<file path="src/rtl/seq_shift_add_mul.sv">
// seq_shift_add_mul: sequential shift-add multiplier, one multiplier bit per clock,
// signed/unsigned per transaction with optional early exit on an exhausted multiplier.
module seq_shift_add_mul #(
  parameter int WIDTH      = 16,
  parameter int EARLY_EXIT = 1
) (
  input  logic                 clk,
  input  logic                 rst_n,
  input  logic                 in_valid,
  output logic                 in_ready,
  input  logic                 in_signed,
  input  logic [WIDTH-1:0]     multiplicand,
  input  logic [WIDTH-1:0]     multiplier,
  output logic                 out_valid,
  input  logic                 out_ready,
  output logic [2*WIDTH-1:0]   product,
  output logic                 busy
);
  localparam int CW = $clog2(WIDTH);
  typedef enum logic [1:0] {S_IDLE, S_RUN, S_FIX, S_DONE} state_t;
  state_t               r_state, w_next;
  logic [2*WIDTH-1:0]   r_acc, r_mcand;
  logic [WIDTH-1:0]     r_mplier;
  logic [CW-1:0]        r_count;
  logic                 r_neg;
  logic [WIDTH-1:0]     w_abs_a, w_abs_b;
  logic                 w_last, w_zero;
  assign w_abs_a = (in_signed && multiplicand[WIDTH-1]) ? -multiplicand : multiplicand;
  assign w_abs_b = (in_signed && multiplier[WIDTH-1]) ? -multiplier : multiplier;
  assign w_last  = r_count == CW'(WIDTH-1);
  assign w_zero  = (EARLY_EXIT != 0) && (r_mplier == '0);
  always_comb begin
    w_next = r_state;
    case (r_state)
      S_IDLE:  w_next = in_valid ? S_RUN : S_IDLE;
      S_RUN:   w_next = (w_zero || w_last) ? S_FIX : S_RUN;
      S_FIX:   w_next = S_DONE;
      S_DONE:  w_next = out_ready ? S_IDLE : S_DONE;
      default: w_next = S_IDLE;
    endcase
  end
  always_ff @(posedge clk or negedge rst_n) begin
    if (!rst_n) r_state <= S_IDLE;
    else        r_state <= w_next;
  end
  // The multiplicand is kept pre-shifted so each step adds |A| << count directly.
  always_ff @(posedge clk or negedge rst_n) begin
    if (!rst_n) begin
      r_acc    <= '0;
      r_mcand  <= '0;
      r_mplier <= '0;
      r_count  <= '0;
      r_neg    <= 1'b0;
      product  <= '0;
    end else if (r_state == S_IDLE && in_valid) begin
      r_acc    <= '0;
      r_mcand  <= {{WIDTH{1'b0}}, w_abs_a};
      r_mplier <= w_abs_b;
      r_count  <= '0;
      r_neg    <= in_signed & (multiplicand[WIDTH-1] ^ multiplier[WIDTH-1]);
    end else if (r_state == S_RUN && !w_zero) begin
      r_acc    <= r_mplier[0] ? r_acc + r_mcand : r_acc;
      r_mcand  <= r_mcand << 1;
      r_mplier <= r_mplier >> 1;
      r_count  <= r_count + CW'(1);
    end else if (r_state == S_FIX) begin
      product  <= r_neg ? -r_acc : r_acc;
    end
  end
  assign in_ready  = r_state == S_IDLE;
  assign out_valid = r_state == S_DONE;
  assign busy      = (r_state == S_RUN) || (r_state == S_FIX);
endmodule
</file>
<file path="config.mk">
export PLATFORM = sky130hd
export DESIGN_NAME = seq_shift_add_mul
export DESIGN_NICKNAME = d
export VERILOG_FILES = /design/src/rtl/seq_shift_add_mul.sv
export SDC_FILE = /design/constraint.sdc
export NUM_CORES = 1
export LEC_CHECK = 0
export CAP_MARGIN = 20
export CORE_MARGIN = 2
export CORE_UTILIZATION = 40
export CTS_BUF_LIST = sky130_fd_sc_hd__clkbuf_8 sky130_fd_sc_hd__clkbuf_16
export DETAILED_ROUTE_END_ITERATION = 10
export MAX_ROUTING_LAYER = met4
export PLACE_DENSITY = 0.65
export SLEW_MARGIN = 5
export SYNTH_ARGS = -nofsm -noshare
export SYNTH_HDL_FRONTEND = slang
export SYNTH_SLANG_ARGS = --single-unit
</file>
<file path="constraint.sdc">
create_clock -name clk -period 4 [get_ports clk]
set_clock_uncertainty 0.2 [all_clocks]
set_input_delay 0.8 -clock clk [delete_from_list [all_inputs] [get_ports clk]]
set_output_delay 0.8 -clock clk [all_outputs]
set_load 0.005 [all_outputs]
</file>
# --- Word-level counts from Yosys, hierarchy flattened ---
# Index checks and enable logic that the tools add are counted.
word_totals:
  output_inout_bits: 35
  in_bits: 37
  regBits: 119
op_classes:
  bitwise: 4
  n_addsub: 5
  n_reduce_logical: 13
  n_eq_ne: 4
  n_mux: 16
op_table:
  columns: ["cell", "count"]
  rows:
  - ["32-bit two-way mux", 6]
  - ["16-bit two-way mux", 4]
  - ["32-bit adder", 1]
  - ["16-bit negation", 2]
  - ["32-bit negation", 1]
  - ["16-bit zero test", 1]
  - ["4-bit two-way mux", 2]
  - ["2-bit case mux with 4 select lines", 1]
  - ["4-bit by 1-bit adder with 4-bit output, second input constant", 1]
  - ["2-bit equality test, second input constant", 2]
  - ["4-bit equality test, second input constant", 1]
  - ["1-bit logical AND", 4]
  - ["2-bit two-way mux", 2]
  - ["2-bit nonzero test", 2]
  - ["3-bit AND reduction", 1]
  - ["2-bit by 1-bit equality test with 1-bit output, second input constant", 1]
  - ["2-bit zero test", 1]
  - ["1-bit logical OR", 2]
  - ["1-bit inverter", 2]
  - ["2-bit AND reduction", 1]
  - ["1-bit bitwise AND", 1]
  - ["1-bit zero test", 1]
  - ["1-bit two-way mux", 1]
  - ["1-bit XOR", 1]

# --- Depth between registers and ports, before layout ---
depth:
  ltp_word: 5
  depth_mapped: 11
  depth_no_buf: 11

# --- Least setup slack after synthesis ---
# No wires, ideal clock.
synth_path:
  kind: "register -> register"
  from: "register r_acc[0]"
  to: "register r_acc[30]"
  setup_slack_ps: 1022
  stages_incl_launch_ff: 12
  arrival_ps: 2658
  path_buffers: 0
  period_less_slack_ps: 2978
  path_cell_list: "dfrtp_1 -> ha_1 -> fa_1 -> a211oi_1 -> o21a_1 -> o21bai_1 -> a41o_2 -> o211ai_2 -> a31oi_1 -> a21oi_1 -> mux2i_1 -> nor2_1"
synth_between:
  elab_chain_len: 4
synth_lines:
  columns: ["element", "line", "text"]
  rows:
  - ["start: declaration", "22", "logic [2*WIDTH-1:0] r_acc, r_mcand;"]
  - ["start signal: assignment", "62", "r_acc <= r_mplier[0] ? r_acc + r_mcand : r_acc;"]
  - ["32-bit adder", "62", null]
  - ["32-bit two-way mux", "62", null]
  - ["32-bit two-way mux", "61", "end else if (r_state == S_RUN && !w_zero) begin"]
  - ["32-bit two-way mux", "55", "end else if (r_state == S_IDLE && in_valid) begin"]
# Every way passes these cells. The select of a mux whose other input is x is not followed.
# A chain may end at the register's enable or synchronous reset.

# --- Worst setup path after layout ---
layout_path:
  from: "register r_acc[0]"
  to: "register r_acc[26]"
# Same word-level chain as after synthesis.

==> flow_summary.ini <==
[timing]
max_freq_ghz = 0.3028
report.final.setup_viol = 0
worst-slew-pin-transition_ns = 1.087
post-route-min-period_ns = 3.303
worst_slew_margin_rel = 0.2753
finalHoldViolations = 0
slew_viol_final = 0
tns_ns = 0
rsz0062_at_grt = no
final.hold.worst_slack_ns = 0.1849
finalCritPeriodShare = 0.8257

[final_layout]
finish.net_count = 1058
diodes = 0
layout_common_cells = sky130_fd_sc_hd__nand2_1, sky130_fd_sc_hd__dfrtp_1, sky130_fd_sc_hd__nor2_1
layout_area_growth_over_synthesis_pct = 20.77
layout-drive-gt1-share = 0.06036
utilization = 0.4916
final_common_cell = sky130_fd_sc_hd__nand2_1

[floorplan]
placement_row_count = 50
die-height_um = 142.0
boundaryPins = 72
initial_util = 0.4071
dieArea_um2 = 20160
coreArea_um2 = 18710
dieWidth_um = 142.0

[global_routing]
track_usage = 0.1890
via_count_of_the_first_global_routing_pass = 6111
grt_antenna_before_repair = 0
wire_length_of_the_first_global_routing_pass_um = 29860
grt_overflow = 0
pin_count_of_the_biggest_net_entering_global_routing = 73

[clocking]
clock_sink_count = 119
cts_post_setup_buffers_inserted = 0
post_cts.resized_instances = 0
post_cts_hold_buffer_count = 0
max-clock-path-buffers = 2
clock_latency_ns = 0.43
clkSlewWorstSetupHoldPaths_ns = 0.06
tritoncts_clock_tree = built
cts-buffers-inserted = 17
clock_tree.root_cell = sky130_fd_sc_hd__clkbuf_16
cts_htree_levels = 4

[setup_path]
r2r_setup_slack_ns = 0.70
crit_required_ns = 4.13
startpoint_type = flop
cp_max_fo = 5
crit_path_end_kind = flop
cp_data_arrival_time_ns = 3.43
criticalPathCategory = reg -> reg

[power]
power_leakage_nw = 4.029
worst_ir_drop_vdd_mv = 0.3387
post-layout-total-power_w = 0.006926
pwr_density_cell_nw_per_um2 = 753.1

[hold_path]
hp-class = in -> async

[synthesis]
netlist_instances = 922
synthFlopType = sky130_fd_sc_hd__dfrtp_1
ys_seq_area_frac = 0.3911
ys_types = 54
synth_adder_area_share = 0.06671
synth_enable_flop_cells = 0
mappedNetlistNets = 999
compound_gate_portion_of_the_synthesized_area = 0.2023
post_synth_instance_area_um2 = 7615
postSynthRegisterBits = 119
synth.avg_cell_area_um2 = 8.259
synth_mux_area_frac = 0.002629
synth-simple-area-share = 0.2149
synth_top_family_by_area = simple AND/OR/NAND/NOR gates
synthArstFlopShare = 1.000
post_synth_xor_area_fraction = 0.09431
ys.warnings.count = 0

[placement]
global_placer_s_final_weighted_congestion = 0.8621
buffer_ports.inserted = 71
dp.final_hpwl_um = 13020

[drt]
drtPass1Iterations = 4
dr_wl_met3_um = 719
final_antenna_net_count = 0
detail_route.vias_per_cell = 5.352
drcViolationCount = 0
dr_total_vias = 6572
route.met2.wl_um = 7708
route.final.wire_length_um = 17750
topRoutingLayerUsed = met4
m1WireLength_um = 9031
routed_wire_length_per_instance_um = 14.45
initialDrtViolationCount = 442

[run_status]
status = finished clean

[job]
max_cap_violations = 0
-- kinds of logic after synthesis --
group / Yosys count
fa+ha+maj: 40
flops: 119
buf+inv: 57
simple gates: 371
xor+xnor: 82
compound gates: 251
mux: 2
-- worst paths after layout --
kind / from / to / depth (start not counted)
max: r_acc[0]$_DFFE_PN0P_ / r_acc[26]$_DFFE_PN0P_ / 11
min: rst_n / r_acc[28]$_DFFE_PN0P_ / 1
max in group asynchronous: rst_n / r_mcand[1]$_DFFE_PN0P_ / 2
max reg2reg: r_acc[0]$_DFFE_PN0P_ / r_acc[26]$_DFFE_PN0P_ / 11
min reg2reg: product[13]$_DFFE_PN0P_ / product[13]$_DFFE_PN0P_ / 2
min in group clk: product[13]$_DFFE_PN0P_ / product[13]$_DFFE_PN0P_ / 2
-- stage by stage --
step                cells  worst slack, ns  area [µm²]
global route         1228           0.4747        9196
detailed placement   1196           0.6907        8564
finish               1228           0.6974        9196
global placement     1196           0.7341        8564
CTS                  1228           0.6732        9196
floorplan             922            1.022        7615
-- where the power goes --
part           total [W]  switching [W]  internal, W
sequential       0.00211       0.000515      0.00159
clock            0.00163       0.000559      0.00107
combinational    0.00319        0.00182      0.00137
total            0.00693        0.00290      0.00403
-- state kept, by name (all words and copies together) (netlist names) --
signal,flops
r_neg,1
r_state,2
r_count,4
r_acc,32
r_mcand,32
product,32
r_mplier,16
-- cell usage after synthesis (2+ instances only) --
library cell / n / area share
sky130_fd_sc_hd__dfrtp_1: 119 / 0.39
sky130_fd_sc_hd__nor4_1: 5 / 0.0041
sky130_fd_sc_hd__nor3_1: 11 / 0.0072
sky130_fd_sc_hd__nor4b_1: 2 / 0.0023
sky130_fd_sc_hd__xor2_1: 46 / 0.053
sky130_fd_sc_hd__inv_1: 14 / 0.0069
sky130_fd_sc_hd__and2_1: 4 / 0.0033
sky130_fd_sc_hd__a21o_1: 11 / 0.011
sky130_fd_sc_hd__nor2_1: 75 / 0.037
sky130_fd_sc_hd__nand2_1: 212 / 0.10
sky130_fd_sc_hd__xnor2_1: 36 / 0.041
sky130_fd_sc_hd__and4_1: 3 / 0.0035
sky130_fd_sc_hd__o41ai_1: 5 / 0.0058
sky130_fd_sc_hd__a31oi_1: 42 / 0.035
sky130_fd_sc_hd__o21ai_1: 4 / 0.0026
sky130_fd_sc_hd__nor3b_1: 2 / 0.0020
sky130_fd_sc_hd__a211o_1: 2 / 0.0023
sky130_fd_sc_hd__o211ai_2: 2 / 0.0033
sky130_fd_sc_hd__a21boi_0: 2 / 0.0020
sky130_fd_sc_hd__o31ai_1: 13 / 0.013
sky130_fd_sc_hd__nor2b_1: 3 / 0.0025
sky130_fd_sc_hd__o211ai_1: 3 / 0.0030
sky130_fd_sc_hd__o21bai_1: 5 / 0.0049
sky130_fd_sc_hd__and3_1: 6 / 0.0049
sky130_fd_sc_hd__o31ai_4: 2 / 0.0056
sky130_fd_sc_hd__o21a_1: 6 / 0.0059
sky130_fd_sc_hd__buf_1: 7 / 0.0035
sky130_fd_sc_hd__or4_1: 3 / 0.0030
sky130_fd_sc_hd__a21oi_1: 68 / 0.045
sky130_fd_sc_hd__nand4_1: 3 / 0.0025
sky130_fd_sc_hd__a211oi_1: 12 / 0.012
sky130_fd_sc_hd__nand3_1: 15 / 0.0099
sky130_fd_sc_hd__clkbuf_1: 36 / 0.018
sky130_fd_sc_hd__nand2b_1: 6 / 0.0049
sky130_fd_sc_hd__o21ai_0: 69 / 0.045
sky130_fd_sc_hd__nand3b_1: 2 / 0.0020
sky130_fd_sc_hd__or3_1: 8 / 0.0066
sky130_fd_sc_hd__mux2i_1: 2 / 0.0026
sky130_fd_sc_hd__ha_1: 39 / 0.064
sky130_fd_sc_hd__or3_4: 3 / 0.0044
-- critical path: stages, from the launching register on --
cell and delay [ns]:
sky130_fd_sc_hd__dfrtp_1 0.42, sky130_fd_sc_hd__ha_1 0.26, sky130_fd_sc_hd__fa_1 0.43, sky130_fd_sc_hd__a211oi_1 0.33, sky130_fd_sc_hd__o21a_1 0.23, sky130_fd_sc_hd__o21bai_1 0.11
sky130_fd_sc_hd__a41o_2 0.33, sky130_fd_sc_hd__o211ai_2 0.19, sky130_fd_sc_hd__a31oi_1 0.20, sky130_fd_sc_hd__a31oi_1 0.26, sky130_fd_sc_hd__nor2_1 0.07, sky130_fd_sc_hd__a211oi_1 0.17
-- final cells by class --
class	instances	area, µm²
clock buffers	19	452.9
clock inverters	13	178.9
fillers	1806	9509
inverters	14	52.55
multi-input cells	746	4431
flip-flops and latches	119	2978
well taps	234	292.8
repair buffers	83	810.8
-- metal layers --
| layer | up-vias | global-route usage |
|---|---|---|
| li1 | 3352 | - |
| met1 | 3057 | 0.2621 |
| met2 | 142 | 0.2805 |
| met3 | 21 | 0.03432 |
| met4 | 0 | 0.06316 |
| met5 | - | - |
Note: power is estimated with default switching activity, not from simulation.
